[config.mk]
export PLATFORM = sky130hd
export DESIGN_NAME = dmem_responder
export DESIGN_NICKNAME = d
export VERILOG_FILES = /design/src/rtl/dmem_responder.sv
export SDC_FILE = /design/constraint.sdc
export NUM_CORES = 2
export LEC_CHECK = 0
export CORE_ASPECT_RATIO = 0.6
export CORE_MARGIN = 3
export CORE_UTILIZATION = 61
export CTS_CLUSTER_DIAMETER = 200
export CTS_CLUSTER_SIZE = 25
export DETAILED_ROUTE_END_ITERATION = 10
export PLACE_DENSITY = 0.79
export SYNTH_ARGS = -nofsm -noshare
export SYNTH_HDL_FRONTEND = slang
export SYNTH_SLANG_ARGS = --single-unit
[constraint.sdc]
create_clock -name clk -period 7.47 [get_ports clk]
set_input_delay 1.1205 -clock clk [delete_from_list [all_inputs] [get_ports clk]]
set_output_delay 1.1205 -clock clk [all_outputs]
set_load 0.01 [all_outputs]
[src/rtl/dmem_responder.sv]
// Multi-cycle word data memory: accepts one request per req/ready handshake,
// waits LATENCY cycles, then returns load data or commits the store.
module dmem_responder #(
    parameter int unsigned DEPTH_LOG2 = 6,
    parameter int unsigned LATENCY    = 2
) (
    input  logic        clk,
    input  logic        reset,
    input  logic        req,
    input  logic        we,
    input  logic [31:0] addr,
    input  logic [31:0] wdata,
    output logic        ready,
    output logic [31:0] rdata,
    output logic        err,
    output logic        busy
);

    localparam int unsigned WORDS = 2 ** DEPTH_LOG2;
    localparam logic [3:0]  LAT   = 4'(LATENCY);

    typedef enum logic [1:0] {
        S_IDLE,
        S_WAIT,
        S_RESP
    } state_e;

    state_e                state_q, state_d;
    logic [3:0]            cnt_q, cnt_d;
    logic                  err_q, err_d;
    logic [31:0]           rdata_q, rdata_d;
    logic                  we_q;
    logic [31:0]           addr_q;
    logic [31:0]           wdata_q;
    logic                  capture;
    logic                  enter_resp;
    logic                  fault;
    logic                  mem_wr;
    logic [DEPTH_LOG2-1:0] idx;
    logic [31:0]           mem [WORDS];

    // All fault and index decoding works on the latched request, never the live bus.
    assign idx   = addr_q[DEPTH_LOG2+1:2];
    assign fault = (addr_q[1:0] != 2'b00) || (addr_q[31:DEPTH_LOG2+2] != '0);

    // NOTE: every variable gets a default first so no path leaves one unassigned (no latch).
    always_comb begin
        state_d    = state_q;
        cnt_d      = cnt_q;
        err_d      = 1'b0;
        rdata_d    = rdata_q;
        capture    = 1'b0;
        enter_resp = 1'b0;
        unique case (state_q)
            S_IDLE: begin
                if (req) begin
                    capture = 1'b1;
                    cnt_d   = LAT;
                    state_d = S_WAIT;
                end
            end
            S_WAIT: begin
                if (cnt_q == 4'd1) begin
                    enter_resp = 1'b1;
                    cnt_d      = 4'd0;
                    state_d    = S_RESP;
                end else begin
                    cnt_d = cnt_q - 4'd1;
                end
            end
            S_RESP:  state_d = S_IDLE;
            default: state_d = S_IDLE;
        endcase
        if (enter_resp) begin
            err_d = fault;
            if (fault) begin
                rdata_d = '0;
            end else if (!we_q) begin
                rdata_d = mem[idx];
            end
        end
    end

    // A reset on the committing edge must still suppress the store.
    assign mem_wr = enter_resp && we_q && !fault && !reset;

    // NOTE: sequential state uses non-blocking assignments so all registers update together.
    always_ff @(posedge clk) begin
        if (reset) begin
            state_q <= S_IDLE;
            cnt_q   <= 4'd0;
            err_q   <= 1'b0;
            rdata_q <= '0;
        end else begin
            state_q <= state_d;
            cnt_q   <= cnt_d;
            err_q   <= err_d;
            rdata_q <= rdata_d;
        end
    end

    always_ff @(posedge clk) begin
        if (capture && !reset) begin
            we_q    <= we;
            addr_q  <= addr;
            wdata_q <= wdata;
        end
    end

    // NOTE: the storage array has no reset so it maps onto plain RAM.
    always_ff @(posedge clk) begin
        if (mem_wr) begin
            mem[idx] <= wdata_q;
        end
    end

    assign ready = (state_q == S_RESP);
    assign busy  = (state_q != S_IDLE);
    assign err   = err_q;
    assign rdata = rdata_q;

endmodule
Word level (Yosys, flattened, before mapping)

Memory sizes are Yosys's and may differ from the RTL's. A register that Yosys moved wholly into a read port is not among the register bits.
Cells that the tools add are included.

Memories kept: 1
Word-level logic and storage cells: 47
ROM bits: 0
Input bits: 68
Register bits after elaboration: 104
RAM bits: 2048
Output and inout port bits: 35
Bits in latches: 0

Memory list:

| name | depth | width | read ports | clocked after memory_dff | wr ports | line | text |
|---|---|---|---|---|---|---|---|
| mem  | 64    | 32    | 1          | 1                        | 1        | 40   | `logic [31:0] mem [WORDS];` |

Mux-type cells: 15
$mul: 0
Add/subtract/negate cells: 1
Equal/unequal tests: 6
Divide/modulo/power cells: 0
Bitwise operators: 1
Shifts and indexed selects: 0
Reductions and logical operators: 16
Order comparisons: 0

Operators by type and width:

| operator                                                            | count |
|---|---|
| 32-bit 2-to-1 mux                                                   | 2 |
| 24-bit nonzero test                                                 | 1 |
| 4-bit 2-to-1 mux                                                    | 2 |
| 4-bit case mux with 2 select lines                                  | 1 |
| 1-bit 2-to-1 mux                                                    | 6 |
| 6-bit 2-to-1 mux                                                    | 1 |
| 2-bit AND reduction                                                 | 3 |
| 2-bit nonzero test                                                  | 3 |
| 4-bit by 1-bit == test with 1-bit output (second input constant)    | 1 |
| 1-bit logical AND                                                   | 4 |
| 2-bit 2-to-1 mux                                                    | 2 |
| 2-bit != test (second input constant)                               | 2 |
| 2-bit case mux with 2 select lines                                  | 1 |
| 4-bit by 1-bit subtractor with 4-bit output (second input constant) | 1 |
| 2-bit by 1-bit == test with 1-bit output (second input constant)    | 1 |
| 2-bit == test (second input constant)                               | 1 |
| 1-bit zero test                                                     | 2 |
| 2-bit zero test                                                     | 1 |
| 2-bit by 1-bit != test with 1-bit output (second input constant)    | 1 |
| 2-bit OR reduction                                                  | 1 |
| 1-bit logical OR                                                    | 1 |
| 1-bit NOT                                                           | 1 |

Longest topological paths before layout

Depth after elaboration: 8
Gate-level depth with buffers: 11
Gate-level depth less buffers: 9

Worst setup path after synthesis

Ideal clock, no wire load.

Path type: input to register
Start: in reset
End: reg (tool-made name)
Setup time: 0.121 ns
Required time: 7.349 ns
Path buffers: 1
Data arrival time: 4.575 ns
Slack: 2.774 ns
Cell stages on the path: 3
Cells stage by stage: clkbuf_1 -> nor3b_2 -> mux2_2

RTL lines:

| what        | line | text |
|---|---|---|
| from (decl) | 8    | `input logic reset,` |

Worst setup path after layout

Start: reg cnt_q[0]
End: mem mem[7][13] (enable)

Word-level cells in the longest chain between the ends: 8

RTL lines:

| what                                     | line | text |
|---|---|---|
| from (decl)                              | 29   | `logic [3:0] cnt_q, cnt_d;` |
| from (signal assigned)                   | 96   | `cnt_q <= cnt_d;` |
| 4-bit by 1-bit == test with 1-bit output | 63   | `if (cnt_q == 4'd1) begin` |
| 1-bit 2-to-1 mux                         | 63   |  |
| 1-bit 2-to-1 mux                         | 54   | `unique case (state_q)` |
| 1-bit logical AND (3 in a row)           | 85   | `assign mem_wr = enter_resp && we_q && !fault && !reset;` |
| 1-bit 2-to-1 mux                         | 112  | `if (mem_wr) begin` |
| 1-bit 2-to-1 mux (implied by the code)   | 113  | `mem[idx] <= wdata_q;` |
| to (decl)                                | 40   |  |

Every way passes these cells.

==> reports/metrics.cfg <==
[placed_design]
port_buffers = 102
hpwlAfterDp_mm = 117
place_ws_ns = 2.22
gp_congestion = 0.871

[synthesis]
syn_area_sq_mm = 0.0822
synth-seq-area-share = 0.783
syn_nets = 4041
syn_inst = 3971
synth_edf_count = 2113
ys_seq_elements = 2158
synthDistinctLibCells = 49
synth_warnings = 0
async_reset_ff_frac = 0
postSynthAreaPerCell_sq_um = 20.7
ys.flop_type = edfxtp_1

[clock_tree]
cts_resized = 0
cts_root_buf = clkbuf_16
numCtsBuffers = 96
htree_levels = 3
clock_sinks = 2158
clk_pin_slew_ns = 0.10
cts_setup_buffers = 0
clockBufferDepth = 3
cts_tree = built
clock_latency_ns = 0.77
cts_hold_buf = 0

[outcome]
status = completed

[worst_hold_path]
min_to = rdata[22]$_SDFFE_PP0P_
min_path_type = reg2reg
min_from = rdata[22]$_SDFFE_PP0P_
min_path_cells = 1

[route]
viasPerCell = 6.92
drt_iter0_drc = 6780
drt-pass1-iter-count = 8
wirelength_mm = 196
antenna_left = 0
via_count = 40975
route.detailed.drc = 0
wire_per_inst_um = 33.2

[floorplanning]
die_h_um = 290
io_pins = 103
fp.dieArea_sq_mm = 0.139
core_region_area_sq_mm = 0.133
die_w_um = 480
initial_core_util = 0.620
rows = 103

[final_layout]
areaGrowthSynthToFinish_pct = 7.75
drive_gt1_frac = 0.159
final_nets = 4131

[worst_setup_path]
rr_endpoint = mem[7][13]$_DFFE_PP_
worst_ep_required_time_ns = 7.93
cp_cell_sequence = ha_1 -> nor3b_1 -> nand2_1 -> or2_2 -> inv_1 -> and3_1 -> nand4_1 -> nor2_4 -> buf_4
cp.arrival_ns = 5.00
r2r_cells = 9
timing.rr.start = cnt_q[0]$_SDFFE_PP0P_
crit_path_end_kind = flip-flop
worstSetupPathType = reg2reg
start_kind = flip-flop
reg2reg_slack_ns = 2.92
slowest_stage = nor2_4
slowest_delay_ns = 1.19
cp_max_fo = 25

[sta]
slew_violations = 0
worst_hold_slack_ns = 0.536
period_share = 0.609
setup_violations = 0
clock.fmax_ghz = 0.220
fin_tns_setup_ns = 0
worst_pin_slew_ns = 1.33
hold_violations = 0
slew_headroom = 0.110
rsz0062_at_grt = false
layout_setup_ws_ns = 2.92
fin_skew_ns = 0.0347
period_minus_slack_ns = 4.55

[global_route]
track_usage = 0.283
grt_max_degree = 129
antenna_found_initial = 7
grt_pass1_vias = 39248
grt_overflow_total = 0
grt_pass1_wl_mm = 283

[power_and_ir_drop]
p_per_area_mw_per_mm2 = 237
total_leakage_power_nw = 27.7
ir_drop_uv = 277
p_total_mw = 21.0

[flow_run]
cap_viol_max_count = 0

metal layers:
metal	vias to the layer above	wire length (um)	global-route usage
met5	-	103	0
met4	6	4670	0.0648
met3	254	26200	0.0603
met2	2982	86600	0.399
met1	21174	78700	0.459
li1	16559	-	-
worst max path at each step:
stage / from / to / cells after the start
after floorplan: reset / flip-flop / 3
after global placement: reset / mem[7][13]$_DFFE_PP_ / 7
after detailed placement: reset / mem[7][13]$_DFFE_PP_ / 7
after CTS: cnt_q[0]$_SDFFE_PP0P_ / mem[7][5]$_DFFE_PP_ / 9
after global routing: cnt_q[0]$_SDFFE_PP0P_ / mem[7][13]$_DFFE_PP_ / 9
final: cnt_q[0]$_SDFFE_PP0P_ / mem[7][13]$_DFFE_PP_ / 9
critical path, delay by kind of cell, from the launching register on:
kind	cells	cell delay (ns)
fa+ha+maj	1	0.18
buf+inv	2	0.42
flops	1	0.43
simple gates	6	3.18
state kept, by name, summed over array words and instances, names as in the netlist, named ones only:
name / flops
mem: 2048
addr_q: 32
rdata: 32
wdata_q: 32
cnt_q: 4
state_q: 2
err: 1
we_q: 1
synth_stat cells (all sizes together) (24+ instances only):
library cell	number	area (sq um)
edfxtp	2113	63500
nor3	35	175
o221ai	24	210
a21oi	84	420
dfxtp	45	901
buf	137	791
mux4	323	7270
a22oi	55	413
nor2	183	687
a311oi	46	403
nand3	24	120
a211oi	27	203
o22ai	34	213
nand2	85	319
a22o	74	648
clkbuf	86	323
mux2i	416	4160
mux2	32	379
kinds of logic (layout without fill, tap and decap cells):
| kind of cell | count (synthesis) | in the layout | share of synthesized area |
|---|---|---|---|
| flops | 2158 | 2158 | 0.783 |
| fa+ha+maj | 2 | 2 | 0.000304 |
| buf+inv | 226 | 388 | 0.0137 |
| other cells | 0 | 1 | 0 |
| compound gates | 418 | 418 | 0.0378 |
| simple gates | 396 | 396 | 0.0214 |
| mux | 771 | 771 | 0.144 |
power breakdown:
part / total [mW] / leakage (nW) / switching [mW] / internal [mW]
Combinational: 1.63 / 7.02 / 1.04 / 0.586
Sequential: 13.3 / 19.4 / 0.0361 / 13.3
Clock: 6.05 / 1.31 / 3.54 / 2.50
Total: 21.0 / 27.7 / 4.63 / 16.4
placed cells by master (no fill, tap or decap), types with 55 or more instances in the layout:
cell | synthesis | layout
edfxtp_1 | 2113 | 2113
buf_4 | 20 | 108
nor2_1 | 183 | 115
a22o_1 | 74 | 74
mux4_2 | 323 | 323
nand2_1 | 85 | 85
clkbuf_1 | 86 | 68
clkdlybuf4s50_1 | 0 | 102
clkbuf_16 | 0 | 98
a22oi_1 | 55 | 55
nor2_4 | 0 | 66
mux2i_1 | 416 | 416
a21oi_1 | 84 | 84
per-stage QoR:
stage | util | cells | cell area, sq um
finish | 0.668 | 5919 | 88500
CTS | 0.668 | 5918 | 88500
floorplan | - | 3971 | 82200
detailed placement | 0.647 | 5748 | 85800
global placement | 0.647 | 5748 | 85800
global route | 0.668 | 5918 | 88500
layout make-up:
| type | count | area, sq um |
|---|---|---|
| repair buffers | 215 | 1930 |
| multi-input cells | 1587 | 17200 |
| fillers | 8187 | 44100 |
| diodes | 1 | 2.50 |
| flip-flops and latches | 2158 | 64400 |
| clock inverters | 4 | 53.8 |
| clock buffers | 166 | 2710 |
| inverters | 3 | 11.3 |
| well taps | 1785 | 2230 |
Note: power is estimated with default switching activity, not from simulation.
